[config.mk]
export PLATFORM = sky130hd
export DESIGN_NAME = otter_mem_arbiter_flat
export DESIGN_NICKNAME = d
export VERILOG_FILES = /design/src/rtl/otter_mem_arbiter_if.sv /design/src/rtl/otter_mem_arbiter.sv /design/src/flat_wrapper.sv
export SDC_FILE = /design/constraint.sdc
export NUM_CORES = 1
export LEC_CHECK = 0
export ABC_AREA = 1
export CORE_AREA = 2 2 138 140
export DETAILED_ROUTE_END_ITERATION = 10
export DIE_AREA = 0 0 140 142
export DONT_BUFFER_PORTS = 1
export HOLD_SLACK_MARGIN = 0.12
export SYNTH_ARGS = -nofsm -noshare
export SYNTH_HDL_FRONTEND = slang
export SYNTH_SLANG_ARGS = --single-unit
[constraint.sdc]
create_clock -name clk -period 1.47 [get_ports clk]
set_input_delay 0.2205 -clock clk [delete_from_list [all_inputs] [get_ports clk]]
set_output_delay 0.2205 -clock clk [all_outputs]
set_load 0.01 [all_outputs]
[src/rtl/otter_mem_arbiter_if.sv]
// Bus bundle between the OTTER requesters (data, fetch, loader), the arbiter and main memory.
// Port k of the packed request fields occupies addr/wdata[32k+31:32k] and be[4k+3:4k].
interface otter_mem_arbiter_if;
  logic [2:0]  req;
  logic [2:0]  we;
  logic [95:0] addr;
  logic [95:0] wdata;
  logic [11:0] be;
  logic [2:0]  gnt;
  logic [2:0]  ack;
  logic [31:0] rdata;
  logic        mem_en;
  logic        mem_we;
  logic [31:0] mem_addr;
  logic [31:0] mem_wdata;
  logic [3:0]  mem_be;
  logic [31:0] mem_rdata;
  logic        busy;

  // Requesters plus the memory model, as seen from outside the arbiter.
  modport master (
    output req, we, addr, wdata, be, mem_rdata,
    input  gnt, ack, rdata, mem_en, mem_we, mem_addr, mem_wdata, mem_be, busy
  );

  modport slave (
    input  req, we, addr, wdata, be, mem_rdata,
    output gnt, ack, rdata, mem_en, mem_we, mem_addr, mem_wdata, mem_be, busy
  );
endinterface

[src/rtl/otter_mem_arbiter.sv]
// Three-port arbiter for the single-port OTTER main memory: D > I > G priority with fetch
// anti-starvation, one access in flight, fixed read latency MEM_LAT.
module otter_mem_arbiter #(
  parameter int unsigned MEM_LAT    = 2,
  parameter int unsigned STARVE_MAX = 4
) (
  input logic             clk,
  input logic             rst_n,
  otter_mem_arbiter_if.slave bus
);

  localparam logic [3:0] StarveMax = 4'(STARVE_MAX);
  localparam logic [2:0] WaitInit  = 3'(MEM_LAT - 2);

  typedef enum logic [1:0] {StIdle, StIssue, StWait, StResp} state_e;

  state_e      state_q, state_d;
  logic [1:0]  idx_q, idx_d;
  logic        we_q, we_d;
  logic [31:0] addr_q, addr_d;
  logic [31:0] wdata_q, wdata_d;
  logic [3:0]  be_q, be_d;
  logic [3:0]  starve_q, starve_d;
  logic [2:0]  cnt_q, cnt_d;

  logic        arb_en;
  logic        win_vld;
  logic        force_i;
  logic [1:0]  win;
  logic [2:0]  gnt;
  logic [2:0]  ack;
  logic [31:0] rdata;

  // Winner selection; fetch jumps ahead of data once the data port has won StarveMax times.
  always_comb begin
    force_i = (starve_q == StarveMax) && bus.req[1];
    win_vld = |bus.req;
    win     = 2'd0;
    if (bus.req[0] && !force_i) begin
      win = 2'd0;
    end else if (bus.req[1]) begin
      win = 2'd1;
    end else if (bus.req[2]) begin
      win = 2'd2;
    end
  end

  always_comb begin
    state_d  = state_q;
    idx_d    = idx_q;
    we_d     = we_q;
    addr_d   = addr_q;
    wdata_d  = wdata_q;
    be_d     = be_q;
    starve_d = starve_q;
    cnt_d    = cnt_q;
    arb_en   = 1'b0;
    gnt      = 3'b000;
    ack      = 3'b000;
    rdata    = 32'h0;

    unique case (state_q)
      StIdle: begin
        arb_en = 1'b1;
      end
      StIssue: begin
        if (MEM_LAT == 1) begin
          state_d = StResp;
        end else begin
          state_d = StWait;
          cnt_d   = WaitInit;
        end
      end
      StWait: begin
        if (cnt_q == 3'd0) begin
          state_d = StResp;
        end else begin
          cnt_d = cnt_q - 3'd1;
        end
      end
      StResp: begin
        ack     = 3'b001 << idx_q;
        rdata   = bus.mem_rdata;
        arb_en  = 1'b1;
        state_d = StIdle;
      end
      default: state_d = StIdle;
    endcase

    if (arb_en && win_vld) begin
      gnt     = 3'b001 << win;
      state_d = StIssue;
      idx_d   = win;
      we_d    = bus.we[win];
      addr_d  = bus.addr[{win, 5'b0} +: 32];
      wdata_d = bus.wdata[{win, 5'b0} +: 32];
      be_d    = bus.be[{win, 2'b0} +: 4];
      unique case (win)
        2'd0: begin
          if (!bus.req[1]) begin
            starve_d = 4'd0;
          end else if (starve_q != StarveMax) begin
            starve_d = starve_q + 4'd1;
          end
        end
        2'd1:    starve_d = 4'd0;
        default: starve_d = starve_q;
      endcase
    end
  end

  always_ff @(posedge clk or negedge rst_n) begin
    if (!rst_n) begin
      state_q  <= StIdle;
      idx_q    <= 2'd0;
      we_q     <= 1'b0;
      addr_q   <= 32'h0;
      wdata_q  <= 32'h0;
      be_q     <= 4'h0;
      starve_q <= 4'd0;
      cnt_q    <= 3'd0;
    end else begin
      state_q  <= state_d;
      idx_q    <= idx_d;
      we_q     <= we_d;
      addr_q   <= addr_d;
      wdata_q  <= wdata_d;
      be_q     <= be_d;
      starve_q <= starve_d;
      cnt_q    <= cnt_d;
    end
  end

  assign bus.gnt       = gnt;
  assign bus.ack       = ack;
  assign bus.rdata     = rdata;
  assign bus.mem_en    = (state_q == StIssue);
  assign bus.mem_we    = we_q && (state_q == StIssue);
  assign bus.mem_addr  = addr_q;
  assign bus.mem_wdata = wdata_q;
  assign bus.mem_be    = be_q;
  assign bus.busy      = (state_q != StIdle);

endmodule

[src/flat_wrapper.sv]
// flat-port wrapper written by rule: the top's interface ports become plain ports
module otter_mem_arbiter_flat 
#(
  parameter int unsigned MEM_LAT    = 2,
  parameter int unsigned STARVE_MAX = 4
)
  (clk, rst_n, bus_req, bus_we, bus_addr, bus_wdata, bus_be, bus_mem_rdata, bus_gnt, bus_ack, bus_rdata, bus_mem_en, bus_mem_we, bus_mem_addr, bus_mem_wdata, bus_mem_be, bus_busy);
  otter_mem_arbiter_if bus_i ();
  input logic clk;
  input logic rst_n;
  input wire logic [$bits(bus_i.req)-1:0] bus_req;
  input wire logic [$bits(bus_i.we)-1:0] bus_we;
  input wire logic [$bits(bus_i.addr)-1:0] bus_addr;
  input wire logic [$bits(bus_i.wdata)-1:0] bus_wdata;
  input wire logic [$bits(bus_i.be)-1:0] bus_be;
  input wire logic [$bits(bus_i.mem_rdata)-1:0] bus_mem_rdata;
  output wire logic [$bits(bus_i.gnt)-1:0] bus_gnt;
  output wire logic [$bits(bus_i.ack)-1:0] bus_ack;
  output wire logic [$bits(bus_i.rdata)-1:0] bus_rdata;
  output wire logic [$bits(bus_i.mem_en)-1:0] bus_mem_en;
  output wire logic [$bits(bus_i.mem_we)-1:0] bus_mem_we;
  output wire logic [$bits(bus_i.mem_addr)-1:0] bus_mem_addr;
  output wire logic [$bits(bus_i.mem_wdata)-1:0] bus_mem_wdata;
  output wire logic [$bits(bus_i.mem_be)-1:0] bus_mem_be;
  output wire logic [$bits(bus_i.busy)-1:0] bus_busy;
  assign bus_i.req = bus_req;
  assign bus_i.we = bus_we;
  assign bus_i.addr = bus_addr;
  assign bus_i.wdata = bus_wdata;
  assign bus_i.be = bus_be;
  assign bus_i.mem_rdata = bus_mem_rdata;
  assign bus_gnt = bus_i.gnt;
  assign bus_ack = bus_i.ack;
  assign bus_rdata = bus_i.rdata;
  assign bus_mem_en = bus_i.mem_en;
  assign bus_mem_we = bus_i.mem_we;
  assign bus_mem_addr = bus_i.mem_addr;
  assign bus_mem_wdata = bus_i.mem_wdata;
  assign bus_mem_be = bus_i.mem_be;
  assign bus_busy = bus_i.busy;
  otter_mem_arbiter #(.MEM_LAT(MEM_LAT), .STARVE_MAX(STARVE_MAX)) u_core (.clk(clk), .rst_n(rst_n), .bus(bus_i));
endmodule
==> flow_metrics.py, run 1 <==
metrics = {
    "synth": {
        "ys_types": 23,
        "yosysSeqAreaShare": 0.412,
        "synth_fp_nets": 937,
        "yosysWarnings": 0,
        "synth_cells": 684,
        "ys_ff_latch": 80,
        "netlist_area_um2": 4860,
        "synth_area_per_cell_um2": 7.10,
    },
    "placed_design": {
        "dpl.hpwl_mm": 13.0,
        "port-buffer-count": 0,
        "gp_congestion": 0.851,
    },
    "die": {
        "start_util": 0.263,
        "dieHeight_um": 142,
        "ios": 353,
        "fp-row-count": 50,
        "die_width_um": 140,
    },
    "run_status": {
        "toolErrorMsg": "[ERROR RSZ-0060] Max buffer count reached.",
        "haltStage": "clock tree synthesis (4_1_cts)",
        "status": "stopped before the end",
    },
    "clock_network": {
        "cts_post_setup_buffers_inserted": 7,
        "numCtsBuffers": 9,
        "cts_num_sinks": 80,
        "clockBufferDepth": 2,
        "cts_root_buffer": "clkbuf_16",
        "holdBufCountCts": 188,
        "cts_htree_levels": 3,
        "cts_resized": 33,
    },
}
==> metrics by stage <==
step | hold slack [ns] | std cells | setup slack [ns] | cell area, um2 | setup TNS (ns)
2_1_floorplan | -0.0751 | 684 | -0.0131 | 4930 | -0.394
3_3_place_gp | -0.0725 | 910 | -0.0532 | 5330 | -0.0951
3_5_place_dp | -0.0724 | 910 | -0.0718 | 5330 | -0.904
==> kinds of logic after synthesis <==
logic type,Yosys count,share of synthesized area
adders and majority gates,9,0.0232
and+or+nand+nor,340,0.272
buffers and inverters,102,0.0958
xor gates and xnor gates,3,0.00541
DFF,80,0.412
AOI/OAI and AO/OA,150,0.191
==> synthesized netlist by cell type <==
library cell	number	area, um2
nor2_2	1	6.26
o21bai_1	66	495
dfrtp_1	80	2000
ha_1	9	113
buf_2	6	30.0
nand3_1	13	65.1
o21ai_1	16	80.1
buf_4	4	30.0
buf_6	8	90.1
xor2_1	2	17.5
o21ai_4	1	16.3
xnor2_1	1	8.76
a21oi_1	3	15.0
clkbuf_1	22	82.6
nand2_1	243	912
nor3_1	3	15.0
nor2_8	1	20.0
inv_1	58	218
inv_2	4	15.0
nor2_1	76	285
nand2_2	3	18.8
o21ai_0	62	310
o22ai_1	2	12.5
==> run 2: changes to the inputs <==
Settings changed: CORE_AREA 2 2 138 140 to 2 2 139 141, DIE_AREA 0 0 140 142 to 0 0 141 143, HOLD_SLACK_MARGIN 0.12 to unset, PLACE_DENSITY_LB_ADDON set to 0.15.
Clock period 1.47 ns to 1.9 ns, I/O delays scaled along.
==> run 2 against run 1 <==
  * The flow now finishes, with violations (hold timing)
  * Synthesized cell count stayed put
  * Area after synthesis is the same
==> flow_metrics.py, run 2 <==
metrics = {
    "clock_network": {
        "clkSlewWorstSetupHoldPaths_ns": 0.07,
        "cts_tree": "yes",
        "clockBufferDepth": 2,
        "numCtsBuffers": 9,
        "clk_latency_ns": 0.34,
        "cts_num_sinks": 80,
        "cts_root_buffer": "clkbuf_16",
        "cts_htree_levels": 3,
    },
    "synth": {
        "synthAdderAreaFrac": 0.0232,
        "synth_edf_count": 0,
        "netlist_area_um2": 4860,
        "synth_fp_nets": 937,
        "muxShareOfSynthArea": 0,
        "ys_ff_latch": 80,
        "synth_top_family_by_area": "simple AND/OR/NAND/NOR gates",
        "ys_types": 23,
        "synth_area_per_cell_um2": 7.10,
        "synth_top_cell_area_share": 0.412,
        "async_reset_ff_frac": 1.00,
        "synth_xor_area_frac": 0.00541,
        "yosys-top-cells-count": "243 x nand2_1, 80 x dfrtp_1, 76 x nor2_1, 66 x o21bai_1, 62 x o21ai_0",
        "yosysSeqAreaShare": 0.412,
        "synth_compound_area_frac": 0.191,
        "yosys_most_used_dff": "dfrtp_1",
        "synth.area.top_cells": "dfrtp_1 41%, nand2_1 19%, o21bai_1 10%",
        "yosys.area_share.simple": 0.272,
        "synth.most_common_cell": "nand2_1",
        "synth_cells": 684,
        "yosysWarnings": 0,
        "synth_top_area_cell": "dfrtp_1",
    },
    "final_layout": {
        "final_cell_count_no_fill": 926,
        "utilization": 0.304,
        "final_common_cell": "nand2_1",
        "nNetsFinal": 941,
        "antennaDiodeCount": 0,
        "drive_above_1_share": 0.0983,
        "final_area_um2": 5640,
        "layout_common_cells": "242 x nand2_1, 80 x dfrtp_1, 76 x nor2_1",
        "area_growth_pct": 16.2,
    },
    "sta": {
        "fin_crit_sh": 0.954,
        "setup_viol": 0,
        "maxSlewViolCount": 0,
        "setup_tns_ns": 0,
        "worst_pin_slew_ns": 0.413,
        "holdWs_ns": -0.373,
        "max_freq_mhz": 552,
        "relSlewSlack": 0.725,
        "period_needed_ns": 1.81,
        "rsz0062_at_grt": "false",
        "finalHoldViolations": 80,
        "fin_skew_ns": 0.0111,
    },
    "flow_run": {
        "drv_cap": 0,
    },
    "pwr": {
        "share_comb_of_total_power": 0.462,
        "p_sw_frac": 0.448,
        "p_int_w": 0.00560,
        "power_w": 0.0102,
        "p_seq_frac": 0.355,
        "ir_drop_uv": 465,
        "cellLeakagePower_nw": 2.90,
        "p_sw_w": 0.00455,
        "cellPowerDensity_nw_per_um2": 1800,
        "clkPwrFrac": 0.183,
    },
    "die": {
        "die_width_um": 141,
        "die-area_um2": 20200,
        "ios": 353,
        "dieHeight_um": 143,
        "start_util": 0.261,
        "core_area_um2": 18600,
        "fp-row-count": 50,
    },
    "routing": {
        "drt_iter0_drc": 152,
        "viasPerCell": 5.00,
        "drt_pre_antenna_iters": 4,
        "antenna_left": 0,
        "vias": 4632,
        "drc": 0,
        "routedWlPerCell_um": 19.0,
        "routed_wl_mm": 17.6,
    },
    "worst_setup_path": {
        "crit_path_max_incr_delay_ns": 0.38,
        "critPathKind": "flip-flop to primary output",
        "r2r_slack_ns": 0.13,
        "worst_path_max_delay_cell": "dfrtp_1",
        "reg2regPathDepth": 9,
        "crit_path_start_kind": "flip-flop",
        "cp_max_fo": 5,
        "timing.rr.start": "u_core.starve_q[0]",
        "r2r-end": "u_core.bus.mem_wdata[26]",
        "required_ns": 1.62,
        "arrival_ns": 1.53,
        "critPathCaptureType": "primary output",
        "crit_path_cell_trace": "inv_1 > ha_4 > inv_2 > nand3_2 > inv_4 > buf_12",
    },
    "grt": {
        "grt_pass1_wl_mm": 25.8,
        "grt_overflow": 0,
        "antenna_found_initial": 1,
        "grt_usage": 0.166,
        "grt_pass1_vias": 4825,
        "grt_max_degree": 81,
    },
    "placed_design": {
        "dpl.hpwl_mm": 12.4,
        "dpl_cell_area_um2": 5110,
        "port-buffer-count": 0,
        "dp_cells": 896,
        "gp_congestion": 0.874,
    },
    "run_status": {
        "status": "finished, violations left",
        "violations": "hold timing",
    },
    "min_path": {
        "hold_class": "input port to asynchronous set/reset pin",
    },
}
[run 2: cell counts after synthesis]
No cell type changed its count.
[run 2: per-layer routing]
layer,vias up,GRT usage,part of all wire
li1,2149,-,-
met1,2184,0.182,0.40
met2,268,0.306,0.51
met3,29,0.0382,0.070
met4,2,0.0732,0.026
met5,-,0,0.00063
[run 2: per-stage QoR]
| stage | hold slack [ns] | setup slack (ns) |
|---|---|---|
| detailed placement | -0.00860 | 0.0418 |
| global route | -0.390 | 0.00143 |
| floorplan | -0.0106 | 0.246 |
| global placement | -0.00824 | 0.0791 |
| CTS | -0.389 | 0.0118 |
| finish | -0.373 | 0.0880 |
[run 2: power groups by stage]
| stage | Clock (W) | Combinational (W) | Sequential, W |
|---|---|---|---|
| after detailed placement | 0 | 0.00442 | 0.00363 |
| after floorplan | 0 | 0.00346 | 0.00334 |
| final | 0.00186 | 0.00469 | 0.00360 |
| after global placement | 0 | 0.00431 | 0.00365 |
| after global routing | 0.00200 | 0.00539 | 0.00368 |
| after CTS | 0.00193 | 0.00458 | 0.00361 |
[run 2: repair_timing]
item / in CTS / in global routing
endpoints found under the hold margin: 80 / 80
setup buffers: 10 / 4
pin swaps: 3 / 1
cloned: 1 / 2
gates resized for setup: 8 / 17
setup endpoints to repair: 3 / 74
[run 2: cell type report]
class                           instances  area, um2
Clock inverter                          5       82.6
Clock buffer                           10        229
Multi-Input combinational cell        502       2430
Inverter                               62        248
Timing Repair Buffer                   33        357
Sequential cell                        80       2000
Fill cell                            1991      12900
Tap cell                              234        293
[run 2: worst max-delay path by stage]
stage,endpoint,depth (start not counted),startpoint
CTS,bus_ack[1],5,u_core.state_q[1]
floorplan,bus_gnt[1],10,u_core.starve_q[0]
global placement,u_core.bus.mem_wdata[30],7,u_core.state_q[0]
detailed placement,u_core.bus.mem_wdata[30],7,u_core.state_q[0]
global route,bus_gnt[1],7,u_core.state_q[0]
finish,bus_gnt[2],6,u_core.state_q[0]
[run 2: kinds of logic after synthesis]
kind of cell	after synthesis
flip-flops	80
adder cells (fa/ha/maj)	9
AND/OR/NAND/NOR	340
XOR/XNOR	3
buffers and inverters	102
AO/OA/AOI/OAI	150
[run 2: worst max-delay path: cells and delay by family, from the launching register on]
kind          cells  cell delay [ns]
simple gates      1             0.12
flops             1             0.38
buf+inv           4             0.48
fa+ha+maj         1             0.22
Note: power is estimated with default switching activity, not from simulation.
